===== src/rtl/serial_addsub_accum_pkg.sv =====
// Shared constants and types for the bit-serial add/subtract/accumulate engine.
package serial_addsub_pkg;

  localparam logic [1:0] OP_ADD    = 2'b00;
  localparam logic [1:0] OP_SUB    = 2'b01;
  localparam logic [1:0] OP_ACC    = 2'b10;
  localparam logic [1:0] OP_ACCSUB = 2'b11;

  typedef enum logic [1:0] {
    IDLE = 2'b00,
    RUN  = 2'b01,
    DONE = 2'b10
  } state_e;

endpackage


===== src/rtl/serial_addsub_accum_if.sv =====
// Request/response bundle of the serial add/sub/accumulate engine.
interface serial_addsub_accum_if #(
    parameter int unsigned WIDTH = 8
);
    logic             ena;
    logic             start;
    logic [1:0]       op;
    logic [WIDTH-1:0] a;
    logic [WIDTH-1:0] b;
    logic             busy;
    logic             done;
    logic [WIDTH-1:0] result;
    logic             cout;
    logic             ovf;

    modport master (
        output ena, start, op, a, b,
        input  busy, done, result, cout, ovf
    );

    modport slave (
        input  ena, start, op, a, b,
        output busy, done, result, cout, ovf
    );
endinterface


===== src/rtl/serial_addsub_accum_full_adder_cell.sv =====
// Combinational single-bit full adder; the one arithmetic slice of the serial engine.
module full_adder_cell (
    input  logic a,
    input  logic b,
    input  logic cin,
    output logic sum,
    output logic cout
);
    assign sum  = a ^ b ^ cin;
    assign cout = (a & b) | (a & cin) | (b & cin);
endmodule


===== src/rtl/serial_addsub_accum.sv =====
// Bit-serial add/sub/accumulate: one full-adder slice iterated LSB first over WIDTH bits,
// with a start/busy/done handshake and carry/overflow flags.
module serial_addsub_accum
    import serial_addsub_pkg::*;
#(
    parameter int unsigned WIDTH = 8
) (
    input logic                  clk,
    input logic                  rst,
    serial_addsub_accum_if.slave bus
);
    localparam int unsigned CntW = (WIDTH > 1) ? $clog2(WIDTH) : 1;
    localparam logic [CntW-1:0] LastBit = CntW'(WIDTH - 1);

    state_e           state_q, state_d;
    logic [CntW-1:0]  cnt_q, cnt_d;
    logic [WIDTH-1:0] x_q, x_d;
    logic [WIDTH-1:0] y_q, y_d;
    logic [WIDTH-1:0] sum_q, sum_d;
    logic             carry_q, carry_d;
    logic [WIDTH-1:0] result_q, result_d;
    logic             cout_q, cout_d;
    logic             ovf_q, ovf_d;

    logic is_sub, use_acc;
    logic fa_sum, fa_cout;

    full_adder_cell u_fa (
        .a    (x_q[0]),
        .b    (y_q[0]),
        .cin  (carry_q),
        .sum  (fa_sum),
        .cout (fa_cout)
    );

    always_comb begin
        state_d  = state_q;
        cnt_d    = cnt_q;
        x_d      = x_q;
        y_d      = y_q;
        sum_d    = sum_q;
        carry_d  = carry_q;
        result_d = result_q;
        cout_d   = cout_q;
        ovf_d    = ovf_q;
        is_sub   = bus.op[0];
        use_acc  = bus.op[1];

        unique case (state_q)
            IDLE: begin
                if (bus.start) begin
                    // Subtraction is x + ~y + 1, so invert Y and seed the carry.
                    x_d     = use_acc ? result_q : bus.a;
                    y_d     = (use_acc ? bus.a : bus.b) ^ {WIDTH{is_sub}};
                    carry_d = is_sub;
                    sum_d   = '0;
                    cnt_d   = '0;
                    state_d = RUN;
                end
            end
            RUN: begin
                sum_d   = {fa_sum, sum_q[WIDTH-1:1]};
                x_d     = x_q >> 1;
                y_d     = y_q >> 1;
                carry_d = fa_cout;
                cnt_d   = cnt_q + CntW'(1);
                if (cnt_q == LastBit) begin
                    result_d = sum_d;
                    cout_d   = fa_cout;
                    ovf_d    = fa_cout ^ carry_q;
                    cnt_d    = '0;
                    state_d  = DONE;
                end
            end
            DONE: state_d = IDLE;
            default: state_d = IDLE;
        endcase
    end

    always_ff @(posedge clk or posedge rst) begin
        if (rst) begin
            state_q  <= IDLE;
            cnt_q    <= '0;
            x_q      <= '0;
            y_q      <= '0;
            sum_q    <= '0;
            carry_q  <= 1'b0;
            result_q <= '0;
            cout_q   <= 1'b0;
            ovf_q    <= 1'b0;
        end else if (bus.ena) begin
            state_q  <= state_d;
            cnt_q    <= cnt_d;
            x_q      <= x_d;
            y_q      <= y_d;
            sum_q    <= sum_d;
            carry_q  <= carry_d;
            result_q <= result_d;
            cout_q   <= cout_d;
            ovf_q    <= ovf_d;
        end
    end

    assign bus.busy   = (state_q == RUN);
    assign bus.done   = (state_q == DONE);
    assign bus.result = result_q;
    assign bus.cout   = cout_q;
    assign bus.ovf    = ovf_q;
endmodule


===== src/flat_wrapper.sv =====
// flat-port wrapper written by rule: the top's interface ports become plain ports
module serial_addsub_accum_flat import serial_addsub_pkg::*;
#(
    parameter int unsigned WIDTH = 8
)
  (clk, rst, bus_ena, bus_start, bus_op, bus_a, bus_b, bus_busy, bus_done, bus_result, bus_cout, bus_ovf);
  serial_addsub_accum_if #(.WIDTH(WIDTH)) bus_i ();
  input logic clk;
  input logic rst;
  input wire logic [$bits(bus_i.ena)-1:0] bus_ena;
  input wire logic [$bits(bus_i.start)-1:0] bus_start;
  input wire logic [$bits(bus_i.op)-1:0] bus_op;
  input wire logic [$bits(bus_i.a)-1:0] bus_a;
  input wire logic [$bits(bus_i.b)-1:0] bus_b;
  output wire logic [$bits(bus_i.busy)-1:0] bus_busy;
  output wire logic [$bits(bus_i.done)-1:0] bus_done;
  output wire logic [$bits(bus_i.result)-1:0] bus_result;
  output wire logic [$bits(bus_i.cout)-1:0] bus_cout;
  output wire logic [$bits(bus_i.ovf)-1:0] bus_ovf;
  assign bus_i.ena = bus_ena;
  assign bus_i.start = bus_start;
  assign bus_i.op = bus_op;
  assign bus_i.a = bus_a;
  assign bus_i.b = bus_b;
  assign bus_busy = bus_i.busy;
  assign bus_done = bus_i.done;
  assign bus_result = bus_i.result;
  assign bus_cout = bus_i.cout;
  assign bus_ovf = bus_i.ovf;
  serial_addsub_accum #(.WIDTH(WIDTH)) u_core (.clk(clk), .rst(rst), .bus(bus_i));
endmodule

===== config.mk =====
export PLATFORM = sky130hd
export DESIGN_NAME = serial_addsub_accum_flat
export DESIGN_NICKNAME = d
export VERILOG_FILES = /design/src/rtl/serial_addsub_accum_pkg.sv /design/src/rtl/serial_addsub_accum_if.sv /design/src/rtl/serial_addsub_accum_full_adder_cell.sv /design/src/rtl/serial_addsub_accum.sv /design/src/flat_wrapper.sv
export SDC_FILE = /design/constraint.sdc
export NUM_CORES = 1
export LEC_CHECK = 0
export CORE_ASPECT_RATIO = 1.75
export CORE_MARGIN = 2
export CORE_UTILIZATION = 40
export CTS_CLUSTER_DIAMETER = 80
export DETAILED_ROUTE_END_ITERATION = 6
export SLEW_MARGIN = 15
export SYNTH_ARGS = -nofsm -noshare
export SYNTH_HDL_FRONTEND = slang
export SYNTH_SLANG_ARGS = --single-unit

===== constraint.sdc =====
create_clock -name clk -period 1.99 [get_ports clk]
set_input_delay 0.2985 -clock clk [delete_from_list [all_inputs] [get_ports clk]]
set_output_delay 0.2985 -clock clk [all_outputs]
set_load 0.02 [all_outputs]

==> impl_metrics.csv <==
group,metric,value,unit
status,status,"finished clean",
clock_tree,ctsLongestPathBuffers,2,
global_route,grt_max_degree,40,
clock_tree,cts_sinks,39,
sta,finalSetupTns,0,ns
power,pwr-share-seq,46.2,%
sta,fmax,0.527,GHz
logic_synthesis,ys_seq_area_share,48.4,%
global_route,overflow,0,
detailed_routing,ant_nets,0,
clock_tree,cts_htree_levels,2,
clock_tree,clk_pin_slew,0.07,ns
detailed_routing,drt_pass1_iterations,4,
floorplan,dieArea,0.00565,mm²
detailed_routing,wire_per_inst,18.4,µm
clock_tree,cts_resized,0,
floorplan,design.core.area,0.00493,mm²
sta,relSlewSlack,64.3,%
logic_synthesis,synth_nets,211,
clock_tree,clk_latency,0.29,ns
logic_synthesis,yosysWarnings,0,
sta,period_needed,1.90,ns
finish,fin_util,51.0,%
finish,finalNetCount,245,
finish,nFillCells,473,
global_route,grt_first_pass_wirelength,8.45,mm
power,p_leak,1.12,nW
critical_path,critical_path.max_stage_delay,0.62,ns
detailed_routing,viasPerCell,5.69,
detailed_routing,wl,5.07,mm
critical_path,critPathLaunchType,"flop",
detailed_routing,via_count,1564,
clock_tree,root_buffer,"clkbuf_8",
sta,hold_viol,0,
sta,tightestPinTransition,0.534,ns
critical_path,rr_startpoint,"u_core.state_q[1]$_DFFE_PP0P_",
critical_path,ff2ff_path_depth,4,
floorplan,io_pins,34,
sta,timing.final.crit_share,95.3,%
detailed_routing,drtIter0Drc,45,
clock_tree,cts_tree,"built",
critical_path,path_max_fanout,4,
critical_path,startpoint,"u_core.state_q[1]$_DFFE_PP0P_",
critical_path,critPathSlowestCell,"clkdlybuf4s50_1",
clock_tree,cts_setup_buffers,0,
placed_design,pre_cts_ws,0.0680,ns
detailed_routing,drc,0,
critical_path,critPathCaptureType,"primary output",
clock_tree,hold_buffers,0,
run,maxCapViolations,0,
power,clkPwrFrac,30.1,%
power,intPower,0.00161,W
critical_path,cp_cell_sequence,"nand2b_1 -> inv_2 -> clkdlybuf4s50_1",
placed_design,io_buffer_count,33,
power,p_per_area,902,mW/mm²
placed_design,place_congestion,0.815,
finish,fin_area,0.00252,mm²
sta,maxSlewViolCount,0,
critical_path,rrSetupSlack,0.40,ns
power,netSwitchingFraction,28.9,%
logic_synthesis,synthCells,186,
finish,area_delta_synth_final,25.0,%
critical_path,critPathKind,"flop to primary output",
critical_path,cp.required,1.69,ns
logic_synthesis,synth_cell_types,31,
power,combPwrFrac,23.7,%
floorplan,initial_utilization,40.8,%
placed_design,place_inst,267,
critical_path,cp_num_buf_inv,2,
critical_path,cp-endpoint,"bus_busy",
global_route,antenna_found_initial,0,
worst_hold_path,hp-class,"input port to asynchronous set/reset pin",
sta,skew,0.00686,ns
floorplan,die_width,57.7,µm
floorplan,rows,34,
finish,fin_cells,275,
critical_path,critical_path_depth,3,
floorplan,die_h,97.9,µm
critical_path,cpLargestDelayFamily,"buffers and inverters",
critical_path,r2r-end,"u_core.x_q[0]$_DFFE_PP0P_",
placed_design,dp_hpwl,3.56,mm
finish,layout-drive-gt1-share,14.0,%
logic_synthesis,avgSynthCellArea,10.8,µm²
logic_synthesis,syn_area,0.00202,mm²
sta,rsz0062_at_grt,"no",
logic_synthesis,ys_ff_latch,39,
clock_tree,cts_made_buffers,5,
power,ir_drop,0.678,mV
critical_path,arrival,1.60,ns
global_route,grt_pass1_vias,1659,
sta,setup_ws,0.0935,ns
placed_design,placedInstanceArea,0.00240,mm²
global_route,grt_use_total,19.4,%
sta,setup_viol,0,
power,switchingPower,0.000658,W
finish,n_antenna_cell,0,
==> power by group through the flow <==
stage,logic [W],clock network (W),registers (W)
after detailed placement,0.000540,0,0.00106
after global routing,0.000603,0.000732,0.00107
after global placement,0.000528,0,0.00105
after CTS,0.000544,0.000704,0.00105
final,0.000538,0.000684,0.00105
after floorplan,0.000350,0,0.00104
==> cell type report <==
type / count / area, µm² / area share (%)
clock inverters: 2 / 35.0 / 1.39
well taps: 54 / 67.6 / 2.68
inverters: 4 / 15.0 / 0.596
repair buffers: 43 / 420 / 16.7
clock buffers: 6 / 82.6 / 3.28
flip-flops and latches: 39 / 976 / 38.7
multi-input cells: 127 / 922 / 36.6
==> through the flow <==
step | hold slack (ns) | power, W
6_report | 0.426 | 0.00227
5_1_grt | 0.508 | 0.00240
4_1_cts | 0.442 | 0.00230
3_5_place_dp | 0.477 | 0.00160
3_3_place_gp | 0.467 | 0.00158
2_1_floorplan | 0.469 | 0.00139
==> metal layers <==
metal | up-vias | wire length, µm | global-route usage, %
met5 | - | 0 | 0
met4 | 0 | 187 | 8.94
met3 | 12 | 212 | 3.71
met2 | 45 | 2520 | 31.6
met1 | 768 | 2140 | 24.3
li1 | 739 | - | -
==> cell families after synthesis <==
group	Yosys count	share of synthesized area, %
DFF	39	48.4
buffers and inverters	20	5.83
adders and majority gates	3	2.23
and+or+nand+nor	40	11.6
AOI/OAI and AO/OA	55	17.4
muxes	20	10.6
xor gates and xnor gates	9	3.91
==> Yosys cell counts, drive strengths merged <==
| master | number | area [µm²] |
|---|---|---|
| and2 | 1 | 6.26 |
| o22ai | 1 | 6.26 |
| ha | 2 | 25.0 |
| nand4b | 1 | 8.76 |
| clkbuf | 5 | 20.0 |
| nor2b | 7 | 43.8 |
| nor3 | 2 | 21.3 |
| a221o | 7 | 70.1 |
| o31ai | 9 | 67.6 |
| and4 | 7 | 61.3 |
| mux2 | 10 | 113 |
| fa | 1 | 20.0 |
| nand2 | 10 | 37.5 |
| xor2 | 1 | 8.76 |
| nor2 | 9 | 36.3 |
| inv | 4 | 15.0 |
| buf | 11 | 82.6 |
| dfrtp | 39 | 976 |
| nand2b | 2 | 12.5 |
| mux2i | 10 | 100 |
| o21ai | 31 | 155 |
| or2 | 1 | 6.26 |
| a211oi | 7 | 52.6 |
| xnor2 | 8 | 70.1 |
==> worst min-delay path by stage <==
| stage | endpoint | slack, ns | depth (start not counted) |
|---|---|---|---|
| after floorplan | u_core.y_q[7]$_DFFE_PP0P_ | 0.47 | 2 |
| after global placement | u_core.bus.ovf$_DFFE_PP0P_ | 0.47 | 2 |
| after detailed placement | u_core.bus.ovf$_DFFE_PP0P_ | 0.48 | 2 |
| after CTS | u_core.bus.result[6]$_DFFE_PP0P_ | 0.44 | 3 |
| after global routing | u_core.bus.cout$_DFFE_PP0P_ | 0.51 | 3 |
| final | u_core.bus.cout$_DFFE_PP0P_ | 0.43 | 3 |
==> state kept, by name (all words and copies together), names as in the netlist <==
signal,flops
u_core.bus.cout,1
u_core.bus.ovf,1
u_core.bus.result,8
u_core.carry_q,1
u_core.cnt_q,3
u_core.state_q,2
u_core.sum_q,7
u_core.x_q,8
u_core.y_q,8
==> cell usage in the layout, fill, tap and decap left out, types with 2 or more instances in the layout <==
cell,netlist,routed
clkdlybuf4s50_1,0,32
o21ai_1,2,2
nor2_1,8,8
o31ai_1,9,9
a221o_1,7,7
mux2_2,10,10
a211oi_1,7,7
xnor2_1,8,8
o21ai_0,29,29
clkbuf_8,0,6
mux2i_1,10,10
and4_1,7,7
buf_4,1,9
ha_1,2,2
nand2_1,10,10
inv_1,3,3
nand2b_1,2,2
nor2b_1,7,7
dfrtp_1,39,39
==> worst min-delay path, delay by kind of cell <==
kind	cells	cell delay [ns]
buffers and inverters	3	0.87
Power figures use the tool's default switching activity.
